**src/rtl/puf_challenge_sequencer_if.sv**
```systemverilog
// Host-side and PUF-side signals of the RO-PUF challenge sequencer.
// The sequencer (master) drives the PUF controls and result outputs.
interface puf_challenge_sequencer_if #(parameter int RESP_W = 16);
    logic              req;
    logic              mode_enroll;
    logic              busy;
    logic              puf_start;
    logic [2:0]        puf_challenge;
    logic [1:0]        puf_response;
    logic [RESP_W-1:0] resp_word;
    logic [4:0]        hamming;
    logic              match;
    logic              ref_valid;
    logic              valid;

    modport master (
        input  req, mode_enroll, puf_response,
        output busy, puf_start, puf_challenge, resp_word, hamming, match, ref_valid, valid
    );

    modport slave (
        output req, mode_enroll, puf_response,
        input  busy, puf_start, puf_challenge, resp_word, hamming, match, ref_valid, valid
    );
endinterface

```
**src/rtl/puf_challenge_sequencer.sv**
```systemverilog
// RO-PUF initiator: walks challenges, assembles the 2-bit responses into a word,
// and either enrolls it as reference or scores it against the reference.
module puf_challenge_sequencer #(
    parameter int NUM_CHAL     = 8,
    parameter int MEAS_CYCLES  = 256,
    parameter int SAMPLE_DELAY = 4,
    parameter int GAP_CYCLES   = 2,
    parameter int THRESH       = 2,
    parameter int RESP_W       = 2 * NUM_CHAL
) (
    input  logic                       clk,
    input  logic                       rst,
    puf_challenge_sequencer_if.master  bus
);
    localparam int CNT_MAX = (MEAS_CYCLES > GAP_CYCLES)
                             ? ((MEAS_CYCLES > SAMPLE_DELAY) ? MEAS_CYCLES : SAMPLE_DELAY)
                             : ((GAP_CYCLES > SAMPLE_DELAY) ? GAP_CYCLES : SAMPLE_DELAY);
    localparam int CNT_W = $clog2(CNT_MAX + 1);

    typedef enum logic [2:0] {IDLE, ARM, MEASURE, SETTLE, SAMPLE, EVAL, DONE} state_t;

    state_t            state_q, state_d;
    logic [CNT_W-1:0]  cnt_q, cnt_d;
    logic [2:0]        idx_q, idx_d;
    logic              mode_q, mode_d;
    logic [RESP_W-1:0] word_q, word_d;
    logic [RESP_W-1:0] ref_q, ref_d;
    logic              ref_valid_q, ref_valid_d;
    logic [RESP_W-1:0] resp_word_q, resp_word_d;
    logic [4:0]        hamming_q, hamming_d;
    logic              match_q, match_d;
    logic              busy_q, busy_d;
    logic              puf_start_q, puf_start_d;
    logic [2:0]        chal_q, chal_d;
    logic              valid_q, valid_d;
    logic [4:0]        pop;

    function automatic logic [4:0] popcnt(input logic [RESP_W-1:0] v);
        logic [4:0] c;
        c = '0;
        for (int i = 0; i < RESP_W; i++) c = c + 5'(v[i]);
        return c;
    endfunction

    always_ff @(posedge clk or posedge rst) begin
        if (rst) begin
            state_q     <= IDLE;
            cnt_q       <= '0;
            idx_q       <= '0;
            mode_q      <= 1'b0;
            word_q      <= '0;
            ref_q       <= '0;
            ref_valid_q <= 1'b0;
            resp_word_q <= '0;
            hamming_q   <= '0;
            match_q     <= 1'b0;
            busy_q      <= 1'b0;
            puf_start_q <= 1'b0;
            chal_q      <= '0;
            valid_q     <= 1'b0;
        end else begin
            state_q     <= state_d;
            cnt_q       <= cnt_d;
            idx_q       <= idx_d;
            mode_q      <= mode_d;
            word_q      <= word_d;
            ref_q       <= ref_d;
            ref_valid_q <= ref_valid_d;
            resp_word_q <= resp_word_d;
            hamming_q   <= hamming_d;
            match_q     <= match_d;
            busy_q      <= busy_d;
            puf_start_q <= puf_start_d;
            chal_q      <= chal_d;
            valid_q     <= valid_d;
        end
    end

    // Each timed state leaves when its cycle counter hits its length minus one.
    always_comb begin
        state_d = state_q;
        cnt_d   = cnt_q;
        idx_d   = idx_q;
        case (state_q)
            IDLE: if (bus.req) begin
                state_d = ARM;
                idx_d   = '0;
                cnt_d   = '0;
            end
            ARM: if (cnt_q == CNT_W'(GAP_CYCLES - 1)) begin
                state_d = MEASURE;
                cnt_d   = '0;
            end else cnt_d = cnt_q + 1'b1;
            MEASURE: if (cnt_q == CNT_W'(MEAS_CYCLES - 1)) begin
                state_d = SETTLE;
                cnt_d   = '0;
            end else cnt_d = cnt_q + 1'b1;
            SETTLE: if (cnt_q == CNT_W'(SAMPLE_DELAY - 1)) begin
                state_d = SAMPLE;
                cnt_d   = '0;
            end else cnt_d = cnt_q + 1'b1;
            SAMPLE: if (idx_q == 3'(NUM_CHAL - 1)) state_d = EVAL;
                    else begin
                        idx_d   = idx_q + 1'b1;
                        state_d = ARM;
                    end
            EVAL:    state_d = DONE;
            DONE:    state_d = IDLE;
            default: state_d = IDLE;
        endcase
    end

    // Registered outputs are derived from the next state so they line up with it.
    always_comb begin
        mode_d      = mode_q;
        word_d      = word_q;
        ref_d       = ref_q;
        ref_valid_d = ref_valid_q;
        resp_word_d = resp_word_q;
        hamming_d   = hamming_q;
        match_d     = match_q;
        pop         = '0;
        busy_d      = (state_d != IDLE);
        puf_start_d = (state_d == MEASURE);
        valid_d     = (state_d == DONE);
        chal_d      = (state_d == ARM) ? idx_d : chal_q;
        case (state_q)
            IDLE: if (bus.req) begin
                mode_d = bus.mode_enroll;
                word_d = '0;
            end
            SAMPLE: word_d[int'(idx_q) * 2 +: 2] = bus.puf_response;
            EVAL: begin
                resp_word_d = word_q;
                if (mode_q) begin
                    ref_d       = word_q;
                    ref_valid_d = 1'b1;
                    hamming_d   = '0;
                    match_d     = 1'b1;
                end else if (ref_valid_q) begin
                    pop       = popcnt(word_q ^ ref_q);
                    hamming_d = pop;
                    match_d   = (pop <= 5'(THRESH));
                end else begin
                    hamming_d = 5'(RESP_W);
                    match_d   = 1'b0;
                end
            end
            default: ;
        endcase
    end

    assign bus.busy          = busy_q;
    assign bus.puf_start     = puf_start_q;
    assign bus.puf_challenge = chal_q;
    assign bus.resp_word     = resp_word_q;
    assign bus.hamming       = hamming_q;
    assign bus.match         = match_q;
    assign bus.ref_valid     = ref_valid_q;
    assign bus.valid         = valid_q;
endmodule

```
**src/flat_wrapper.sv**
```systemverilog
// flat-port wrapper written by rule: the top's interface ports become plain ports
module puf_challenge_sequencer_flat 
#(
    parameter int NUM_CHAL     = 8,
    parameter int MEAS_CYCLES  = 256,
    parameter int SAMPLE_DELAY = 4,
    parameter int GAP_CYCLES   = 2,
    parameter int THRESH       = 2,
    parameter int RESP_W       = 2 * NUM_CHAL
)
  (clk, rst, bus_req, bus_mode_enroll, bus_puf_response, bus_busy, bus_puf_start, bus_puf_challenge, bus_resp_word, bus_hamming, bus_match, bus_ref_valid, bus_valid);
  puf_challenge_sequencer_if #(.RESP_W(RESP_W)) bus_i ();
  input  logic clk;
  input  logic rst;
  input wire logic [$bits(bus_i.req)-1:0] bus_req;
  input wire logic [$bits(bus_i.mode_enroll)-1:0] bus_mode_enroll;
  input wire logic [$bits(bus_i.puf_response)-1:0] bus_puf_response;
  output wire logic [$bits(bus_i.busy)-1:0] bus_busy;
  output wire logic [$bits(bus_i.puf_start)-1:0] bus_puf_start;
  output wire logic [$bits(bus_i.puf_challenge)-1:0] bus_puf_challenge;
  output wire logic [$bits(bus_i.resp_word)-1:0] bus_resp_word;
  output wire logic [$bits(bus_i.hamming)-1:0] bus_hamming;
  output wire logic [$bits(bus_i.match)-1:0] bus_match;
  output wire logic [$bits(bus_i.ref_valid)-1:0] bus_ref_valid;
  output wire logic [$bits(bus_i.valid)-1:0] bus_valid;
  assign bus_i.req = bus_req;
  assign bus_i.mode_enroll = bus_mode_enroll;
  assign bus_i.puf_response = bus_puf_response;
  assign bus_busy = bus_i.busy;
  assign bus_puf_start = bus_i.puf_start;
  assign bus_puf_challenge = bus_i.puf_challenge;
  assign bus_resp_word = bus_i.resp_word;
  assign bus_hamming = bus_i.hamming;
  assign bus_match = bus_i.match;
  assign bus_ref_valid = bus_i.ref_valid;
  assign bus_valid = bus_i.valid;
  puf_challenge_sequencer #(.NUM_CHAL(NUM_CHAL), .MEAS_CYCLES(MEAS_CYCLES), .SAMPLE_DELAY(SAMPLE_DELAY), .GAP_CYCLES(GAP_CYCLES), .THRESH(THRESH), .RESP_W(RESP_W)) u_core (.clk(clk), .rst(rst), .bus(bus_i));
endmodule
```
**config.mk**
```make
export PLATFORM = sky130hd
export DESIGN_NAME = puf_challenge_sequencer_flat
export DESIGN_NICKNAME = d
export VERILOG_FILES = /design/src/rtl/puf_challenge_sequencer_if.sv /design/src/rtl/puf_challenge_sequencer.sv /design/src/flat_wrapper.sv
export SDC_FILE = /design/constraint.sdc
export NUM_CORES = 1
export LEC_CHECK = 0
export CORE_MARGIN = 4
export CORE_UTILIZATION = 30
export DETAILED_ROUTE_END_ITERATION = 12
export GPL_ROUTABILITY_DRIVEN = 0
export SETUP_SLACK_MARGIN = 0.2
export SYNTH_ARGS = -nofsm -noshare
export SYNTH_HDL_FRONTEND = slang
export SYNTH_SLANG_ARGS = --single-unit
```
**constraint.sdc**
```tcl
create_clock -name clk -period 5.33 [get_ports clk]
set_input_delay 1.066 -clock clk [delete_from_list [all_inputs] [get_ports clk]]
set_output_delay 1.066 -clock clk [all_outputs]
set_load 0.03 [all_outputs]
```
==> impl_metrics.tcl, run 1 <==
set metrics [dict create \
    utilization 0.374 \
    drive_gt1_frac 0.108 \
    die_w_um 122 \
    netlist_instances 377 \
    critical_path_arrival_ns 4.92 \
    ioPinCount 35 \
    worstMarginPinSlew_ns 0.970 \
    slowest_delay_ns 0.56 \
    cp-start-kind "flop" \
    synthTopCellsByArea "dfrtp_1, nand2_1, fa_1, ha_1, mux2_2" \
    finalPower_mw 1.29 \
    cp-end-kind "flop" \
    crit_top_cell "fa_1" \
    async_flop_share 1.00 \
    synth_nets 408 \
    p_per_area_nw_per_um2 270 \
    grt_antenna_before_repair 0 \
    yosysSeqAreaShare 0.492 \
    cts.path.max_buffers 2 \
    io_buffer_count 34 \
    hold_violations 0 \
    critPathMaxFanout 4 \
    final-max-slew-violation-count 0 \
    ys_ff_latch 77 \
    peakVddDrop_mv 0.173 \
    final_cell_area_um2 4760 \
    seqCellArea_um2 1930 \
    grt_pass1_vias 2712 \
    multiInputGateArea_um2 1860 \
    final.fill_count 1291 \
    drc 0 \
    vias 2736 \
    cts.reportedPaths.clkPinSlew_ns 0.06 \
    synth-main-ff-cell "dfrtp_1" \
    synth_cell_types 49 \
    wirelength_um 8000 \
    yosysWarnings 0 \
    fin_setup_tns_ns 0 \
    cts_tree "built" \
    die_y_um 122 \
    dpl.hpwl_um 5780 \
    grt_use_total 0.117 \
    timing.rr.start "u_core.word_q[0]" \
    synth_edf_count 0 \
    critPathRequiredTime_ns 5.59 \
    synth_top_area_frac 0.492 \
    postPlaceCellArea_um2 4430 \
    reg2reg_to "u_core.bus.match" \
    clock_latency_ns 0.34 \
    root_buffer "clkbuf_16" \
    syn_area_um2 3920 \
    syn_area_per_cell_um2 10.4 \
    cp-endpoint "u_core.bus.match" \
    cts_resized 0 \
    crit_type "flop to flop" \
    clock.fmax_mhz 215 \
    synth_largest_area_cell "dfrtp_1" \
    placementRows 41 \
    grt_first_pass_wirelength_um 13600 \
    period_needed_ns 4.66 \
    startpoint "u_core.word_q[0]" \
    first_pass_iters 4 \
    hp-class "flop to flop" \
    dieArea_um2 15000 \
    post-cts-setup-buffers 0 \
    cap_violations 0 \
    syn_to_final_growth_pct 21.4 \
    crit_chain "xor2_1 -> ha_1 -> fa_1 -> fa_1 -> fa_1 -> inv_1 -> fa_1 -> fa_1 -> fa_1 -> xor2_1 -> o21ai_0 -> nor2_1 -> nand3_1 -> o21ai_0" \
    power_leakage_nw 2.32 \
    via_per_inst 4.65 \
    status "completed" \
    cts_buffers 9 \
    reg2reg_depth 14 \
    cts_max_level 3 \
    setup_viol 0 \
    clock_skew_ns 0.00677 \
    max_slew_margin 0.353 \
    overflow 0 \
    worst_path_max_delay_cell "fa_1" \
    clock-sinks 77 \
    finalCritPeriodShare 0.875 \
    rsz0062_at_grt "no" \
    r2r_slack_ns 0.67 \
    nets 443 \
    antenna_cells 0 \
    grt_max_degree 78 \
    drtIter0Drc 144 \
    wl_per_cell_um 13.6 \
    holdBufCountCts 0 \
    initial_utilization 0.308 \
    drtAntennaViolNets 0 \
    core_um2 12700 \
]
-- layout make-up --
| type | instances | area share |
|---|---|---|
| tap | 172 | 0.0452 |
| clock buffer | 10 | 0.0481 |
| clock inverter | 6 | 0.0200 |
| multi-input combinational | 267 | 0.390 |
| timing repair buffer | 36 | 0.0747 |
| sequential | 77 | 0.405 |
| inverter | 21 | 0.0166 |
-- through the flow --
step | worst slack, ns | instances | hold WS [ns]
CTS | 0.651 | 589 | 0.479
floorplan | 0.889 | 377 | 0.479
finish | 0.668 | 589 | 0.472
global placement | 0.775 | 573 | 0.461
detailed placement | 0.679 | 573 | 0.463
global route | 0.469 | 589 | 0.500
-- metal layers --
layer	up-vias	share of wire	global-route usage
met4	0	0.011	0.0308
met1	1324	0.47	0.153
met3	7	0.042	0.0429
li1	1356	-	-
met5	-	0	0
met2	49	0.48	0.183
-- registers in the layout, indices dropped and copies added (netlist names), 3 cells and up --
| signal | flops |
|---|---|
| u_core.word_q | 16 |
| u_core.bus.hamming | 5 |
| u_core.idx_q | 3 |
| u_core.cnt_q | 9 |
| u_core.bus.resp_word | 16 |
| u_core.bus.puf_challenge | 3 |
| u_core.ref_q | 16 |
| u_core.state_q | 3 |
-- critical path, delay by kind of cell (launching register included) --
kind	cells	cell delay [ns]
flops	1	0.42
simple gates	2	0.19
fa+ha+maj	7	3.29
buf+inv	1	0.06
compound gates	2	0.27
xor+xnor	2	0.38
-- cell families (layout without fill, tap and decap cells) --
kind of cell | Yosys count | in the layout | synth area share
simple gates | 141 | 141 | 0.169
flops | 77 | 77 | 0.492
compound gates | 57 | 57 | 0.0936
buf+inv | 33 | 73 | 0.0345
fa+ha+maj | 25 | 25 | 0.0990
mux | 25 | 25 | 0.0699
xor+xnor | 19 | 19 | 0.0425
-- cell usage after synthesis (2+ instances only) --
| cell type | instances |
|---|---|
| nand2_1 | 80 |
| dfrtp_1 | 77 |
| inv_1 | 20 |
| o21ai_0 | 19 |
| mux2_2 | 16 |
| nand3_1 | 16 |
| ha_1 | 15 |
| xor2_1 | 14 |
| nor2_1 | 12 |
| a21oi_1 | 10 |
| fa_1 | 10 |
| a31oi_1 | 7 |
| clkbuf_1 | 7 |
| o31ai_1 | 7 |
| mux2i_1 | 6 |
| nor3_1 | 6 |
| and3_1 | 5 |
| xnor2_1 | 5 |
| buf_2 | 3 |
| mux2_1 | 3 |
| nand2b_1 | 3 |
| or2b_1 | 3 |
| a21o_1 | 2 |
| a22o_1 | 2 |
| nor2b_1 | 2 |
| nor3b_2 | 2 |
| or2_2 | 2 |
| or3_1 | 2 |
-- how the worst min path moves through the flow --
stage | start | endpoint | slack, ns | cells past startpoint
after floorplan | u_core.cnt_q[5] | u_core.cnt_q[5] | 0.48 | 1
after global placement | u_core.bus.resp_word[8] | u_core.bus.resp_word[8] | 0.46 | 2
after detailed placement | u_core.bus.resp_word[8] | u_core.bus.resp_word[8] | 0.46 | 2
after CTS | u_core.bus.resp_word[8] | u_core.bus.resp_word[8] | 0.48 | 2
after global routing | u_core.bus.resp_word[11] | u_core.bus.resp_word[11] | 0.50 | 2
final | u_core.bus.resp_word[8] | u_core.bus.resp_word[8] | 0.47 | 2
-- cells in the final DEF, fill, tap and decap left out, types with 7 or more instances in the layout --
| master | n |
|---|---|
| a31oi_1 | 7 |
| nand2_1 | 80 |
| o21ai_0 | 19 |
| clkbuf_16 | 9 |
| dfrtp_1 | 77 |
| inv_1 | 19 |
| fa_1 | 10 |
| o31ai_1 | 7 |
| clkdlybuf4s50_1 | 34 |
| a21oi_1 | 10 |
| mux2_2 | 16 |
| ha_1 | 15 |
| nand3_1 | 16 |
| xor2_1 | 14 |
| nor2_1 | 12 |
-- power by group --
part	switching, mW	internal [mW]
registers	0.00301	0.587
logic	0.0206	0.0101
clock network	0.250	0.415
Note: power is estimated with default switching activity, not from simulation.
==> run 2: changes to the inputs <==
Clock period 5.33 ns to 4.8 ns, I/O delays scaled along.
==> impl_metrics.tcl, run 2 (same netlist as run 1, synthesis figures left out) <==
set metrics [dict create \
    status "completed" \
    clock_latency_ns 0.34 \
    grt_antenna_before_repair 0 \
    postPlaceCellArea_um2 4440 \
    holdPathStages 2 \
    finalCritPeriodShare 0.922 \
    cts.path.max_buffers 2 \
    first_pass_iters 4 \
    hold_path.startpoint "u_core.bus.resp_word[7]" \
    cts_tree "built" \
    overflow 0 \
    cap_violations 0 \
    die_y_um 122 \
    rsz0062_at_grt "no" \
    finalWorstSetupSlack_ns 0.377 \
    grt_pass1_vias 2770 \
    clock-sinks 77 \
    grt_use_total 0.117 \
    peakVddDrop_mv 0.158 \
    cp-end-kind "flop" \
    critPathRequiredTime_ns 5.08 \
    vias 2796 \
    drtAntennaViolNets 0 \
    power_leakage_nw 2.34 \
    antenna_cells 0 \
    hold_violations 0 \
    hp-class "flop to flop" \
    cts.reportedPaths.clkPinSlew_ns 0.06 \
    slowest_delay_ns 0.54 \
    io_buffer_count 34 \
    p_per_area_nw_per_um2 287 \
    wl_per_cell_um 13.7 \
    placementRows 41 \
    syn_to_final_growth_pct 21.9 \
    final_common_cell "nand2_1" \
    final_cell_area_um2 4780 \
    cp-start-kind "flop" \
    dpl.hpwl_um 5790 \
    most-common-layout-cells "nand2_1, dfrtp_1, clkdlybuf4s50_1" \
    clock_skew_ns 0.0103 \
    crit_top_cell "fa_1" \
    clock.fmax_mhz 226 \
    critical_path_arrival_ns 4.70 \
    fin_setup_tns_ns 0 \
    worstMarginPinSlew_ns 0.978 \
    hold_end "u_core.bus.resp_word[7]" \
    via_per_inst 4.72 \
    final-max-slew-violation-count 0 \
    holdBufCountCts 0 \
    reg2reg_to "u_core.bus.hamming[4]" \
    cts_buffers 9 \
    die_w_um 122 \
    reg2reg_depth 13 \
    period_needed_ns 4.42 \
    crit_type "flop to flop" \
    root_buffer "clkbuf_16" \
    wl_met1_um 3780 \
    ioPinCount 35 \
    highest_layer "met4" \
    drc 0 \
    grt_first_pass_wirelength_um 13700 \
    drtIter0Drc 105 \
    wirelength_um 8110 \
    worst_path_max_delay_cell "fa_1" \
    utilization 0.375 \
    drive_gt1_frac 0.124 \
    max_slew_margin 0.347 \
    setup_viol 0 \
    r2r_slack_ns 0.38 \
    grt_max_degree 48 \
    met3_length_um 337 \
    crit_chain "xor2_1 -> ha_1 -> fa_1 -> fa_1 -> fa_1 -> inv_1 -> fa_1 -> fa_2 -> fa_2 -> nor2b_1 -> o21ai_0 -> a211oi_1 -> a21o_1" \
    cts_max_level 3 \
    timing.hold.ws_ns 0.470 \
    initial_utilization 0.308 \
    critPathMaxFanout 4 \
    timing.rr.start "u_core.word_q[0]" \
    post-place-ws_ns 0.152 \
    core_um2 12700 \
    dr_wl_met2_um 3870 \
    dieArea_um2 15000 \
    nets 447 \
]
==> run 2: changes by cell type in the layout (fill, tap and decap cells not counted), sizes merged <==
cell	change
buf	+4
bufinv	-1
clkinv	+2
clkinvlp	-1
==> run 2: final cells by class <==
class                   instances  area (um^2)
inverters                      21         78.8
clock inverters                 6         71.3
fillers                      1327         7950
clock buffers                  10          229
well taps                     172          215
flip-flops and latches         77         1930
multi-input cells             267         1870
repair buffers                 40          385
==> run 2: stage by stage <==
step           power [mW]  std cells
4_1_cts              1.39        591
6_report             1.37        593
5_1_grt              1.43        593
3_3_place_gp        0.702        574
3_5_place_dp        0.703        574
2_1_floorplan       0.688        377
==> run 2: worst max-delay path by stage <==
stage	endpoint	slack, ns	start
6_report	u_core.bus.hamming[4]	0.38	u_core.word_q[0]
5_1_grt	u_core.bus.match	0.21	u_core.word_q[0]
4_1_cts	u_core.bus.match	0.25	u_core.word_q[0]
3_5_place_dp	u_core.bus.match	0.15	u_core.word_q[0]
3_3_place_gp	u_core.bus.match	0.24	u_core.word_q[0]
2_1_floorplan	u_core.bus.match	0.36	u_core.word_q[0]
==> run 2: what timing repair did <==
item,4_1_cts,5_1_grt
endpoints found under the setup margin,2,3
pin swaps,3,6
resized for setup,1,3
buffers inserted,1,2
==> run 2: routing by layer <==
metal / vias to the layer above / global-route usage
met4: 0 / 0.0357
li1: 1358 / -
met3: 10 / 0.0401
met5: - / 0
met1: 1378 / 0.155
met2: 50 / 0.181
==> run 2: power breakdown <==
part / switching [mW] / total (mW) / internal [mW]
registers: 0.00341 / 0.655 / 0.652
logic: 0.0227 / 0.0344 / 0.0117
clock network: 0.273 / 0.681 / 0.408
==> run 2: worst max-delay path, delay by kind of cell, from the launching register on <==
kind,cells,cell delay (ns)
compound gates,3,0.47
fa+ha+maj,7,3.15
flops,1,0.42
xor+xnor,1,0.18
simple gates,1,0.11
buf+inv,1,0.05
==> run 3: changes to the inputs <==
Settings changed: SKIP_LAST_GASP set to 1.
==> results of run 3 <==
Final layout, timing and power as in run 2 (identical DEF).
